File: src/rtl/wiz_bus_ctrl.sv
// Avalon-MM slave to W5300 parallel-bus bridge with programmable setup/strobe/hold timing.
// Optional feature macro: WIZ_INT_SYNC_EN (2-flop synchronizer on WIZ_INT_N before irq).
module wiz_bus_ctrl #(
    parameter int unsigned SETUP_CYC  = 1,
    parameter int unsigned STROBE_CYC = 3,
    parameter int unsigned HOLD_CYC   = 1
) (
    input  logic        CLK,
    input  logic        RST_N,
    input  logic        avs_chipselect,
    input  logic [9:0]  avs_address,
    input  logic        avs_read,
    input  logic        avs_write,
    input  logic [15:0] avs_writedata,
    input  logic [1:0]  avs_byteenable,
    output logic [15:0] avs_readdata,
    output logic        avs_waitrequest,
    output logic [9:0]  WIZ_A,
    output logic [15:0] WIZ_D_OUT,
    output logic        WIZ_D_OE,
    input  logic [15:0] WIZ_D_IN,
    output logic        WIZ_CS_N,
    output logic        WIZ_RD_N,
    output logic        WIZ_WR_N,
    input  logic        WIZ_INT_N,
    output logic        irq
);

    localparam logic [3:0] SETUP_LOAD  = 4'(SETUP_CYC - 1);
    localparam logic [3:0] STROBE_LOAD = 4'(STROBE_CYC - 1);
    localparam logic [3:0] HOLD_LOAD   = 4'(HOLD_CYC - 1);

    typedef enum logic [2:0] {
        ST_IDLE,
        ST_SETUP,
        ST_STROBE,
        ST_HOLD,
        ST_DONE
    } state_t;

    state_t      r_state;
    state_t      w_next;
    logic [3:0]  r_cnt;
    logic [3:0]  w_cnt_next;
    logic        r_is_write;

    logic        w_req;
    logic        w_req_write;
    logic        w_skip;
    logic        w_accept;
    logic        w_dir_next;
    logic        w_active_next;
    logic        w_read_capture;

    logic        r_cs_n;
    logic        r_rd_n;
    logic        r_wr_n;
    logic        r_d_oe;
    logic [9:0]  r_a;
    logic [15:0] r_d_out;
    logic [15:0] r_readdata;
    logic        r_waitrequest;

    // A simultaneous read+write is treated as a write.
    assign w_req       = avs_chipselect & (avs_read | avs_write);
    assign w_req_write = avs_write;
    assign w_skip      = (avs_byteenable != 2'b11);
    assign w_accept    = (r_state == ST_IDLE) && w_req;

    always_ff @(posedge CLK) begin
        if (!RST_N) begin
            r_state <= ST_IDLE;
            r_cnt   <= 4'd0;
        end else begin
            r_state <= w_next;
            r_cnt   <= w_cnt_next;
        end
    end

    always_comb begin
        w_next     = r_state;
        w_cnt_next = r_cnt;
        case (r_state)
            ST_IDLE: begin
                if (w_req) begin
                    if (w_skip) begin
                        w_next = ST_DONE;
                    end else begin
                        w_next     = ST_SETUP;
                        w_cnt_next = SETUP_LOAD;
                    end
                end
            end
            ST_SETUP: begin
                if (r_cnt == 4'd0) begin
                    w_next     = ST_STROBE;
                    w_cnt_next = STROBE_LOAD;
                end else begin
                    w_cnt_next = r_cnt - 4'd1;
                end
            end
            ST_STROBE: begin
                if (r_cnt == 4'd0) begin
                    w_next     = ST_HOLD;
                    w_cnt_next = HOLD_LOAD;
                end else begin
                    w_cnt_next = r_cnt - 4'd1;
                end
            end
            ST_HOLD: begin
                if (r_cnt == 4'd0) begin
                    w_next     = ST_DONE;
                    w_cnt_next = 4'd0;
                end else begin
                    w_cnt_next = r_cnt - 4'd1;
                end
            end
            ST_DONE: begin
                w_next = ST_IDLE;
            end
            default: begin
                w_next     = ST_IDLE;
                w_cnt_next = 4'd0;
            end
        endcase
    end

    // Chip-side outputs are registered from the next state so they line up with r_state.
    assign w_dir_next     = w_accept ? w_req_write : r_is_write;
    assign w_active_next  = (w_next == ST_SETUP) || (w_next == ST_STROBE) || (w_next == ST_HOLD);
    assign w_read_capture = (r_state == ST_STROBE) && (r_cnt == 4'd0) && !r_is_write;

    always_ff @(posedge CLK) begin
        if (!RST_N) begin
            r_is_write    <= 1'b0;
            r_cs_n        <= 1'b1;
            r_rd_n        <= 1'b1;
            r_wr_n        <= 1'b1;
            r_d_oe        <= 1'b0;
            r_a           <= 10'd0;
            r_d_out       <= 16'd0;
            r_readdata    <= 16'd0;
            r_waitrequest <= 1'b1;
        end else begin
            r_cs_n        <= !w_active_next;
            r_rd_n        <= !((w_next == ST_STROBE) && !w_dir_next);
            r_wr_n        <= !((w_next == ST_STROBE) && w_dir_next);
            r_d_oe        <= w_active_next && w_dir_next;
            r_waitrequest <= (w_next != ST_DONE);
            if (w_accept) begin
                r_is_write <= w_req_write;
                if (w_skip) begin
                    r_readdata <= 16'd0;
                end else begin
                    r_a     <= avs_address;
                    r_d_out <= avs_writedata;
                end
            end
            if (w_read_capture) begin
                r_readdata <= WIZ_D_IN;
            end
        end
    end

    assign WIZ_CS_N        = r_cs_n;
    assign WIZ_RD_N        = r_rd_n;
    assign WIZ_WR_N        = r_wr_n;
    assign WIZ_D_OE        = r_d_oe;
    assign WIZ_A           = r_a;
    assign WIZ_D_OUT       = r_d_out;
    assign avs_readdata    = r_readdata;
    assign avs_waitrequest = r_waitrequest;

`ifdef WIZ_INT_SYNC_EN
    // The second synchronizer stage stores the inverted level, so it doubles as the irq register.
    logic r_int_meta;
    logic r_irq;

    always_ff @(posedge CLK) begin
        if (!RST_N) begin
            r_int_meta <= 1'b1;
            r_irq      <= 1'b0;
        end else begin
            r_int_meta <= WIZ_INT_N;
            r_irq      <= !r_int_meta;
        end
    end

    assign irq = r_irq;
`else
    assign irq = !WIZ_INT_N;
`endif

endmodule

File: config.mk
export PLATFORM = sky130hd
export DESIGN_NAME = wiz_bus_ctrl
export DESIGN_NICKNAME = d
export VERILOG_FILES = /design/src/rtl/wiz_bus_ctrl.sv
export SDC_FILE = /design/constraint.sdc
export NUM_CORES = 1
export LEC_CHECK = 0
export BUFFER_PORTS_ARGS = -buffer_cell sky130_fd_sc_hd__buf_2
export CAP_MARGIN = 25
export CORE_ASPECT_RATIO = 0.7
export CORE_UTILIZATION = 45
export DETAILED_ROUTE_END_ITERATION = 7
export GPL_TIMING_DRIVEN = 0
export PLACE_DENSITY = 0.75
export SLEW_MARGIN = 25
export SYNTH_ARGS = -nofsm -noshare
export SYNTH_HDL_FRONTEND = slang
export SYNTH_SLANG_ARGS = --single-unit
File: constraint.sdc
create_clock -name CLK -period 3.9 [get_ports CLK]
set_input_delay 0.195 -clock CLK [delete_from_list [all_inputs] [get_ports CLK]]
set_output_delay 0.195 -clock CLK [all_outputs]
set_load 0.03 [all_outputs]
==> out/metrics.cfg <==
[finish]
syn_to_final_growth_pct = 26.79
fin_nets = 424
diodes = 0
num-fill-cells = 496
drive_gt1_share_pct = 35.20
final_area_mm2 = 0.003151

[cts]
postCtsHoldBufs = 0
clk_pin_slew_ns = 0.10
cts_made_buffers = 5
post_cts_buffers = 0
cts_tree = done
cts-resized-gates = 0
cts_buffer_depth = 2
clock-root-buffer = clkbuf_8
clk_latency_ns = 0.30
cts_num_sinks = 55
h-tree-depth = 2

[power]
ir_drop_mv = 0.1896
p_per_area_mw_per_mm2 = 357.1
p_leak_uw = 0.001359

[route]
num_vias = 2375
drt_iter0_markers = 114
first_pass_iters = 6
ant_nets = 0
wire_per_inst_um = 13.08
drc = 0
vias_per_cell = 5.313
drt-total-wl_um = 5845

[synth]
synth_area_leader_cell = dfxtp_1
synth_cells = 271
syn_area_per_cell_um2 = 9.169
ys_seq_area_share_pct = 44.31
synth.most_common_cell = dfxtp_1
synth_seq_cells = 55
synth_commonest_cells = dfxtp_1 (55), inv_1 (36), a21oi_1 (29), o31ai_1 (29), nand4_1 (26)
synthFlopType = dfxtp_1
yosysWarnings = 0
synthesis.area_mm2 = 0.002485
synth.top_cell.area_share_pct = 44.31
ys_top_cells_by_area = dfxtp_1 (44%), o31ai_1 (8.8%), nand4_1 (6.5%)
postSynth.asyncResetShare_pct = 0
ys_types = 42
synth-edff-count = 0
synth_nets = 321

[hold_path]
hold_path_class = primary input to register

[floorplanning]
die_area_mm2 = 0.005828
placementRows = 22
die_y_um = 64.17
chipWidth_um = 90.82
design.core.area_mm2 = 0.005285
start_util_pct = 47.02
design.portCount = 98

[timing]
tightestPinTransition_ns = 0.6930
setup_viol = 0
period_share_pct = 41.30
hold_viol = 0
slew_headroom_pct = 53.20
report.final.slew_viol_count = 0
tns_ns = 0
max_freq_mhz = 620.8
period_needed_ns = 1.611
fin_skew_ns = 0.008819
rsz0062_at_grt = no
fin_hold_ws_ns = 0.1077

[global_routing]
antenna_found_initial = 0
grt_first_pass_wirelength_um = 9618
grt.total_usage_pct = 20.05
grt_max_degree = 17
globalRoute.totalOverflow = 0
grt_pass1_vias = 2118

[setup_path]
critPathSlowestCell = dfxtp_1
critPathKind = register to register
crit_arrival_ns = 1.85
crit_chain = nand2b_1 -> buf_2 -> buf_1 -> o31ai_1 -> a21oi_1
worst-path-buf-inv = 2
cp_top_family = buffers and inverters
worst-endpoint-required_ns = 4.14
critPathLaunchType = register
reg2reg_slack_ns = 2.29
max_stage_delay_ns = 0.45
crit_path_end_kind = register
worstPathMaxFanout = 10

[flow_run]
cap_violations = 0

[placed_design]
hpwl_um = 4212
numPortBuffers = 96
place_area_mm2 = 0.003055
gp_congestion = 0.8266

[status]
outcome = completed

## worst register-to-register path, cell delays in order (launching register included)
cell      delay, ns
dfxtp_1        0.45
nand2b_1       0.18
buf_2          0.23
buf_1          0.39
o31ai_1        0.15
a21oi_1        0.15
## cells by family after synthesis
family | synth area share, %
flip-flops | 44.31
multiplexers | 0.4028
buffers and inverters | 12.03
AO/OA/AOI/OAI | 28.05
AND/OR/NAND/NOR | 15.21
## placed cells by master, fill, tap and decap left out, types with 3 or more instances in the layout
| cell | n |
|---|---|
| buf_2 | 104 |
| dfxtp_1 | 55 |
| inv_1 | 36 |
| o31ai_1 | 29 |
| a21oi_1 | 29 |
| nand4_1 | 26 |
| clkbuf_1 | 13 |
| o32ai_2 | 8 |
| o32ai_1 | 8 |
| nor2_1 | 7 |
| clkbuf_8 | 6 |
| nand2b_1 | 4 |
| nand3_1 | 4 |
| buf_6 | 3 |
| buf_4 | 3 |
| nand2_1 | 3 |
| a31oi_1 | 3 |
## cell type report
cell class                      count  area (um^2)  area share [%]
Multi-Input combinational cell    151         1085           34.43
Clock buffer                        7        86.33           2.740
Timing Repair Buffer               96        480.5           15.25
Buffer                             29        163.9           5.203
Sequential cell                    55         1101           34.95
Clock inverter                      1        8.758          0.2780
Tap cell                           72        90.09           2.859
Inverter                           36        135.1           4.289
## where the power goes
part	internal, uW	switching [uW]
logic	73.7	132
registers	579	11.6
clock network	146	183
total	799	326
## through the flow
stage | total power, uW | worst slack, ns | util [%] | std cells
2_1_floorplan | 741.2 | 2.515 | - | 271
3_3_place_gp | 805.7 | 2.343 | 57.81 | 439
3_5_place_dp | 808.1 | 2.320 | 57.81 | 439
4_1_cts | 1135 | 2.288 | 59.61 | 447
5_1_grt | 1183 | 2.119 | 59.61 | 447
6_report | 1125 | 2.289 | 59.61 | 447
## state kept, by name (all words and copies together) (netlist names)
register         count
r_cnt                4
WIZ_RD_N             1
WIZ_A               10
r_is_write           1
avs_readdata        16
WIZ_CS_N             1
avs_waitrequest      1
WIZ_WR_N             1
WIZ_D_OUT           16
WIZ_D_OE             1
r_state              3
## worst paths after layout
check | startpoint | endpoint | cells past startpoint
max | r_state[2] | WIZ_D_OUT[9] | 5
max reg2reg | r_state[2] | WIZ_D_OUT[9] | 5
min | WIZ_D_IN[10] | avs_readdata[10] | 3
min reg2reg | WIZ_D_OUT[11] | WIZ_D_OUT[11] | 2
## per-layer routing
metal	GRT usage (%)	vias up	wire [um]
met4	3.373	0	20
met1	28.87	1074	2898
li1	-	1207	-
met3	5.595	4	462
met5	0	-	0
met2	30.11	90	2465
Power figures use the tool's default switching activity.
